**src/rtl/writeback_queue.sv**
```systemverilog
// Writeback queue: merges load and ALU results into a circular buffer, retires one
// entry per cycle to registered register-file write ports, and forwards pending data.
module writeback_queue #(
  parameter int DEPTH  = 4,
  parameter int DATA_W = 8,
  parameter int ADDR_W = 3
) (
  input  logic              clk,
  input  logic              rst,
  input  logic              mem_valid,
  input  logic [ADDR_W-1:0] mem_reg,
  input  logic [DATA_W-1:0] mem_data,
  input  logic              alu_valid,
  input  logic [ADDR_W-1:0] alu_reg,
  input  logic [DATA_W-1:0] alu_data,
  output logic              stall,
  output logic              RegWrite,
  output logic [ADDR_W-1:0] WriteReg,
  output logic [DATA_W-1:0] WriteData,
  input  logic [ADDR_W-1:0] fwd_reg,
  output logic              fwd_hit,
  output logic [DATA_W-1:0] fwd_data,
  output logic [ADDR_W-1:0] count
);

  localparam int PTR_W = $clog2(DEPTH);
  localparam int CNT_W = $clog2(DEPTH + 1);

  logic [ADDR_W-1:0] reg_q  [DEPTH];
  logic [DATA_W-1:0] data_q [DEPTH];
  logic [PTR_W-1:0]  head_q, head_d, tail_q, tail_d, tail_alu;
  logic [CNT_W-1:0]  count_q, count_d;
  logic              regwrite_q, regwrite_d;
  logic [ADDR_W-1:0] writereg_q, writereg_d;
  logic [DATA_W-1:0] writedata_q, writedata_d;
  logic              full_ish, acc_mem, acc_alu, deq;

  // Stall leaves room for two entries so a dual request can always land whole.
  assign full_ish = (count_q >= CNT_W'(DEPTH - 1));
  assign stall    = !rst && full_ish;
  assign acc_mem  = mem_valid && !full_ish && (mem_reg != '0);
  assign acc_alu  = alu_valid && !full_ish && (alu_reg != '0);
  assign deq      = (count_q != '0);
  assign tail_alu = tail_q + PTR_W'(acc_mem);

  assign RegWrite  = regwrite_q;
  assign WriteReg  = writereg_q;
  assign WriteData = writedata_q;
  assign count     = ADDR_W'(count_q);

  // Next-state for pointers, occupancy and the retire registers.
  always_comb begin
    head_d      = head_q;
    tail_d      = tail_q + PTR_W'(acc_mem) + PTR_W'(acc_alu);
    count_d     = count_q + CNT_W'(acc_mem) + CNT_W'(acc_alu) - CNT_W'(deq);
    regwrite_d  = deq;
    writereg_d  = writereg_q;
    writedata_d = writedata_q;
    if (deq) begin
      head_d      = head_q + PTR_W'(1);
      writereg_d  = reg_q[head_q];
      writedata_d = data_q[head_q];
    end else begin
      head_d      = head_q;
    end
  end

  // Control state register; reset discards everything queued.
  always_ff @(posedge clk) begin
    if (rst) begin
      head_q      <= '0;
      tail_q      <= '0;
      count_q     <= '0;
      regwrite_q  <= 1'b0;
      writereg_q  <= '0;
      writedata_q <= '0;
    end else begin
      head_q      <= head_d;
      tail_q      <= tail_d;
      count_q     <= count_d;
      regwrite_q  <= regwrite_d;
      writereg_q  <= writereg_d;
      writedata_q <= writedata_d;
    end
  end

  // Entry storage; validity is tracked by head/count, so no reset is needed.
  always_ff @(posedge clk) begin
    if (acc_mem) begin
      reg_q[tail_q]  <= mem_reg;
      data_q[tail_q] <= mem_data;
    end
    if (acc_alu) begin
      reg_q[tail_alu]  <= alu_reg;
      data_q[tail_alu] <= alu_data;
    end
  end

  // Forwarding: scan oldest to youngest so the youngest match wins.
  always_comb begin
    fwd_hit  = 1'b0;
    fwd_data = '0;
    if (!rst && (fwd_reg != '0)) begin
      if (regwrite_q && (writereg_q == fwd_reg)) begin
        fwd_hit  = 1'b1;
        fwd_data = writedata_q;
      end else begin
        fwd_hit  = 1'b0;
      end
      for (int i = 0; i < DEPTH; i++) begin
        if ((CNT_W'(i) < count_q) && (reg_q[head_q + PTR_W'(i)] == fwd_reg)) begin
          fwd_hit  = 1'b1;
          fwd_data = data_q[head_q + PTR_W'(i)];
        end
      end
    end else begin
      fwd_hit  = 1'b0;
    end
  end

endmodule

```
**config.mk**
```make
export PLATFORM = sky130hd
export DESIGN_NAME = writeback_queue
export DESIGN_NICKNAME = d
export VERILOG_FILES = /design/src/rtl/writeback_queue.sv
export SDC_FILE = /design/constraint.sdc
export NUM_CORES = 1
export LEC_CHECK = 0
export ABC_AREA = 1
export ABC_CLOCK_PERIOD_IN_PS = 4500
export BUFFER_PORTS_ARGS = -buffer_cell sky130_fd_sc_hd__buf_4
export CAP_MARGIN = 20
export CORE_ASPECT_RATIO = 1.75
export CORE_MARGIN = 2
export CORE_UTILIZATION = 52
export DETAILED_ROUTE_END_ITERATION = 16
export PLACE_DENSITY = 0.72
export SLEW_MARGIN = 20
export SYNTH_ARGS = -nofsm -noshare
export SYNTH_HDL_FRONTEND = slang
export SYNTH_SLANG_ARGS = --single-unit
```
**constraint.sdc**
```tcl
create_clock -name clk -period 4.5 [get_ports clk]
set_input_delay 0 -clock clk [delete_from_list [all_inputs] [get_ports clk]]
set_output_delay 0 -clock clk [all_outputs]
set_load 0.01 [all_outputs]
```
### Word level (Yosys, flattened, before mapping)

Memory sizes are Yosys's and may differ from the RTL's. A register that Yosys moved wholly into a read port is not among the register bits.
Cells that the tools add are included.

| storage, ports and cells | value |
|---|---|
| register bits after elaboration | 19 |
| memory bits (writable) | 44 |
| input bits | 29 |
| output and inout port bits | 25 |
| memories | 2 |

Memory list:

| memory | words | width | read ports | clocked after memory_dff | wr ports | line | source |
|---|---|---|---|---|---|---|---|
| data_q | 4 | 8 | 4 | 1 | 2 | 30 | `logic [DATA_W-1:0] data_q [DEPTH];` |
| reg_q | 4 | 3 | 4 | 1 | 2 | 29 | `logic [ADDR_W-1:0] reg_q [DEPTH];` |

| cells by class | value |
|---|---|
| $add $sub $neg | 8 |
| order comparisons | 5 |
| equal/unequal tests | 5 |
| multiplexer cells | 20 |
| reduce and logical (&&, ||, !) cells | 17 |

Operators with widths:

| cell | number |
|---|---|
| $mux 8 | 6 |
| $eq 3x3->1 | 5 |
| $reduce_bool 3->1 | 4 |
| $logic_and 1x1->1 | 11 |
| $mux 1 | 10 |
| $mux 2 | 4 |
| $add 3x1->3 | 2 |
| $lt 1x3->1 const A | 2 |
| $lt 2x3->1 const A | 2 |
| $add 2x1->2 | 2 |
| $add 2x2->2 const B | 2 |
| $ge 3x2->1 const B | 1 |
| $sub 3x1->3 | 1 |
| $add 2x1->2 const B | 1 |
| $logic_not 1->1 | 2 |

### Depth between registers and ports, before layout

| logic depth | value |
|---|---|
| depth after elaboration | 8 |
| gate-level depth with buffers | 15 |

### Worst setup path before layout

OpenSTA, ideal clock, no wires.

| timing | value |
|---|---|
| path type | register to register |
| start point | reg count_q[1], in the netlist count[1] |
| end point | mem data_q[1][0] (enable) |
| library setup time | 0.394 ns |
| data arrival time | 2.074 ns |
| slack | 2.032 ns |
| cell stages (with the launch flop) | 9 |
| path buffers | 1 |
| period minus slack after synthesis | 2.468 ns |
| cell sequence | dfxtp_1 -> inv_1 -> o21ai_1 -> nor3_1 -> ha_1 -> xnor2_1 -> nand3_1 -> clkbuf_1 -> o21ai_0 |

RTL lines:

| what | line | source |
|---|---|---|
| from (decl) | 32 | `logic [CNT_W-1:0] count_q, count_d;` |
| from (signal assigned) | 80 | `count_q <= count_d;` |
| to (decl) | 30 |  |

### Worst setup path in the final report

| timing | value |
|---|---|
| start point | reg head_q[0] |
| end point | out fwd_data[2] |

| between the ends | value |
|---|---|
| cells in the longest elaborated chain, start to end | 8 |
| elaborated cells on any way between the ends | 15 |
| those cells by class | add/sub: 3; eq/ne: 3; mux: 4; reduce/logical: 3; memory: 2 |

Ends and longest elaborated chain:

| what | line | source |
|---|---|---|
| from (decl) | 31 | `logic [PTR_W-1:0] head_q, head_d, tail_q, tail_d, tail_alu;` |
| from (signal assigned) | 71 | `head_q <= '0;` |
| from (signal assigned) | 78 | `head_q <= head_d;` |
| $add 2x1->2 | 111, 113 |  |
| $mem_v2 4x3 | -- |  |
| $eq 3x3->1 | 111 | `if ((CNT_W'(i) < count_q) && (reg_q[head_q + PTR_W'(i)] == fwd_reg)) begin` |
| $logic_and 1x1->1 | 111 |  |
| $mux 8 (2 in series) | 111 |  |
| $mux 8 * | 111 |  |
| $mux 8 * | 103 | `if (!rst && (fwd_reg != '0)) begin` |
| to (decl) | 22 | `output logic [DATA_W-1:0] fwd_data,` |

Every way passes the cells marked *; elsewhere a longest branch is shown, timed or not.

==> results.cfg <==
[run_status]
outcome = finished clean

[logic_synthesis]
syn_area_mm2 = 0.004713
ys_seq_area_share_pct = 36.95
async_flop_share_pct = 0
synth.area.top_cells = edfxtp_1, nand2_1, o21ai_0
syn_inst = 674
synth.yosys.warnings = 0
synth_common_cells = nand2_1, o21ai_0, inv_1
ys_ff_latch = 65
synth_top_area_cell = edfxtp_1
synth.most_common_cell = nand2_1
ys_types = 36
synth_edf_count = 44
synth_ff_type = edfxtp_1
postSynthAreaPerCell_um2 = 6.993
synth_top_cell_area_share_pct = 28.03
synth_fp_nets = 710

[finish]
final_nets = 761
final_cells = 850
diodes = 0
drive_gt1_share_pct = 14.25
area_delta_synth_final_pct = 18.48
fin_area_mm2 = 0.005584

[timing]
relSlewSlack_pct = 38.90
fin_hold_ws_ns = 0.004169
tns_ns = 0
final-setup-viol-count = 0
worstMarginPinSlew_ns = 0.9122
period_minus_slack_ns = 2.891
finalWorstSetupSlack_ns = 1.609
slew_viol_final = 0
fmax_mhz = 345.9
rsz0062_at_grt = false
final.period_utilization_pct = 64.24
final.setup_skew_ns = 0.005837
hold_viol = 0

[placed_design]
port-buffer-count = 53
dp_slack_ns = 1.646
place_hpwl_um = 9812
place_inst = 823
placed_cell_area_mm2 = 0.005139
gp_congestion = 0.9084

[clocking]
clk_pin_slew_ns = 0.06
clock_latency_ns = 0.33
cts_tree = built
post_cts_resized = 0
cts_inserted_buffers = 9
postCtsHoldBufs = 11
ctsLongestPathBuffers = 2
cts_setup_buffers = 0
root_buffer = clkbuf_16
h-tree-depth = 3
cts_sinks = 65

[die]
core_area_mm2 = 0.008921
dieWidth_um = 75.97
fp-row-count = 46
die_area_mm2 = 0.009872
die_h_um = 129.9
start_util_pct = 52.83
io_pins = 54

[critical_path]
reg2regPathDepth = 9
cp.required_ns = 4.50
rr_startpoint = count[0]$_SDFF_PP0_
critPathMaxFanout = 49
crit_start = head_q[0]$_SDFFE_PP0N_
cp-endpoint = fwd_data[2]
end_kind = primary output
path_class = reg2out
crit_arrival_ns = 2.89
cp-start-kind = flip-flop
timing.rr.end = data_q[3][6]$_DFFE_PP_
r2r_slack_ns = 1.63

[routing]
num_vias = 4538
vias_per_cell = 5.339
drt-total-wl_um = 12410
drcViolationCount = 0
dr.pass1.iters = 6
ant_nets = 0
wl_per_cell_um = 14.60
first_iter_violations = 330

[power_and_ir_drop]
pwr-share-comb_pct = 54.7
internal_power_uw = 2201
p_leak_uw = 0.002561
ir_drop_v = 0.0004650
seqPwrFrac_pct = 26.1
clkPwrFrac_pct = 19.2
p_switching_uw = 1926
power_density_mw_per_mm2 = 739.0
swShare_pct = 46.67

[global_routing]
grtUsageTotal_pct = 25.71
grt_pass1_vias = 4179
grt_max_degree = 50
antenna_found_initial = 0
grt_pass1_wl_um = 20290
grt_overflow = 0

[run]
cap_violations = 0

[hold_path]
hold_class = in2reg
-- stage by stage --
stage	total power (µW)	utilization, %
after floorplan	2748	-
after global placement	3259	57.60
after detailed placement	3318	57.60
after CTS	4121	62.59
after global routing	4461	62.59
final	4127	62.59
-- layer usage --
layer  global-route usage [%]  up-vias  routed length (µm)
li1                         -     2356                   -
met1                    30.22     2012                5174
met2                    47.48      149                6488
met3                    3.320       21                 486
met4                    10.70        0                 262
met5                        0        -                   0
-- state kept, by name, indices dropped and copies added (netlist names), named ones only --
name,cells
RegWrite,1
WriteData,8
WriteReg,3
count,3
data_q,32
head_q,2
reg_q,12
tail_q,2
-- cells in the final DEF (no fill, tap or decap), types with 3 or more instances in the layout --
master,Yosys,final
nand2_1,207,207
o21ai_0,91,91
inv_1,76,76
nand3_1,61,61
buf_4,1,59
edfxtp_1,44,44
nor2_1,31,31
dfxtp_1,21,21
o22ai_1,15,15
o211ai_1,15,15
a21oi_1,12,12
dlygate4sd3_1,0,11
nand2_2,9,9
clkbuf_16,0,9
a21oi_2,8,8
a31oi_1,8,8
nor3_1,5,5
nand2_4,5,5
ha_1,5,5
xor2_1,4,4
o21ai_1,3,3
nor2_4,3,3
mux2i_1,3,3
bufinv_16,0,3
-- layout make-up --
type / instances / area [µm²]
Inverter: 79 / 299.0
Fill cell: 828 / 3337
Tap cell: 120 / 150.1
Multi-Input combinational cell: 500 / 2505
Sequential cell: 65 / 1742
Clock inverter: 6 / 106.4
Timing Repair Buffer: 70 / 553.0
Clock buffer: 10 / 229.0
-- how the worst min path moves through the flow --
stage / cells past startpoint / slack [ns] / to / start
global placement: 2 / 0.24 / count[0]$_SDFF_PP0_ / rst
floorplan: 2 / 0.19 / data_q[0][0]$_DFFE_PP_ / mem_data[0]
finish: 3 / 0.004 / data_q[0][1]$_DFFE_PP_ / mem_data[1]
CTS: 3 / 0.003 / data_q[0][1]$_DFFE_PP_ / mem_data[1]
global route: 3 / 0.02 / data_q[3][1]$_DFFE_PP_ / mem_data[1]
detailed placement: 2 / 0.25 / tail_q[0]$_SDFF_PP0_ / rst
-- power groups by stage --
stage | combinational [µW] | sequential (µW) | clock [µW]
after CTS | 2250 | 1070 | 801
after detailed placement | 2240 | 1080 | 0
after global routing | 2540 | 1100 | 825
final | 2260 | 1080 | 794
after floorplan | 1710 | 1040 | 0
after global placement | 2180 | 1070 | 0
-- kinds of logic (layout without fill, tap and decap cells) --
group | count (synthesis) | after routing | share of synthesized area, %
adder cells (fa/ha/maj) | 7 | 7 | 2.177
buffers and inverters | 109 | 165 | 9.902
XOR/XNOR | 6 | 6 | 1.115
AO/OA/AOI/OAI | 157 | 157 | 18.98
flip-flops | 65 | 65 | 36.95
AND/OR/NAND/NOR | 327 | 327 | 30.24
multiplexers | 3 | 3 | 0.6371
-- critical path, cell delays in order (launching register included) --
cell and delay (ns):
dfxtp_1 0.30, buf_4 0.40, nand2_2 0.27, nand2_4 0.28, nand2_2 0.07, nand2_1 0.08
xor2_1 0.20, nor2_2 0.06, nand2_2 0.22, inv_1 0.20, nand2_1 0.09, nand2_1 0.07
a21oi_2 0.16, buf_4 0.14
(Power assumes the default switching activity.)
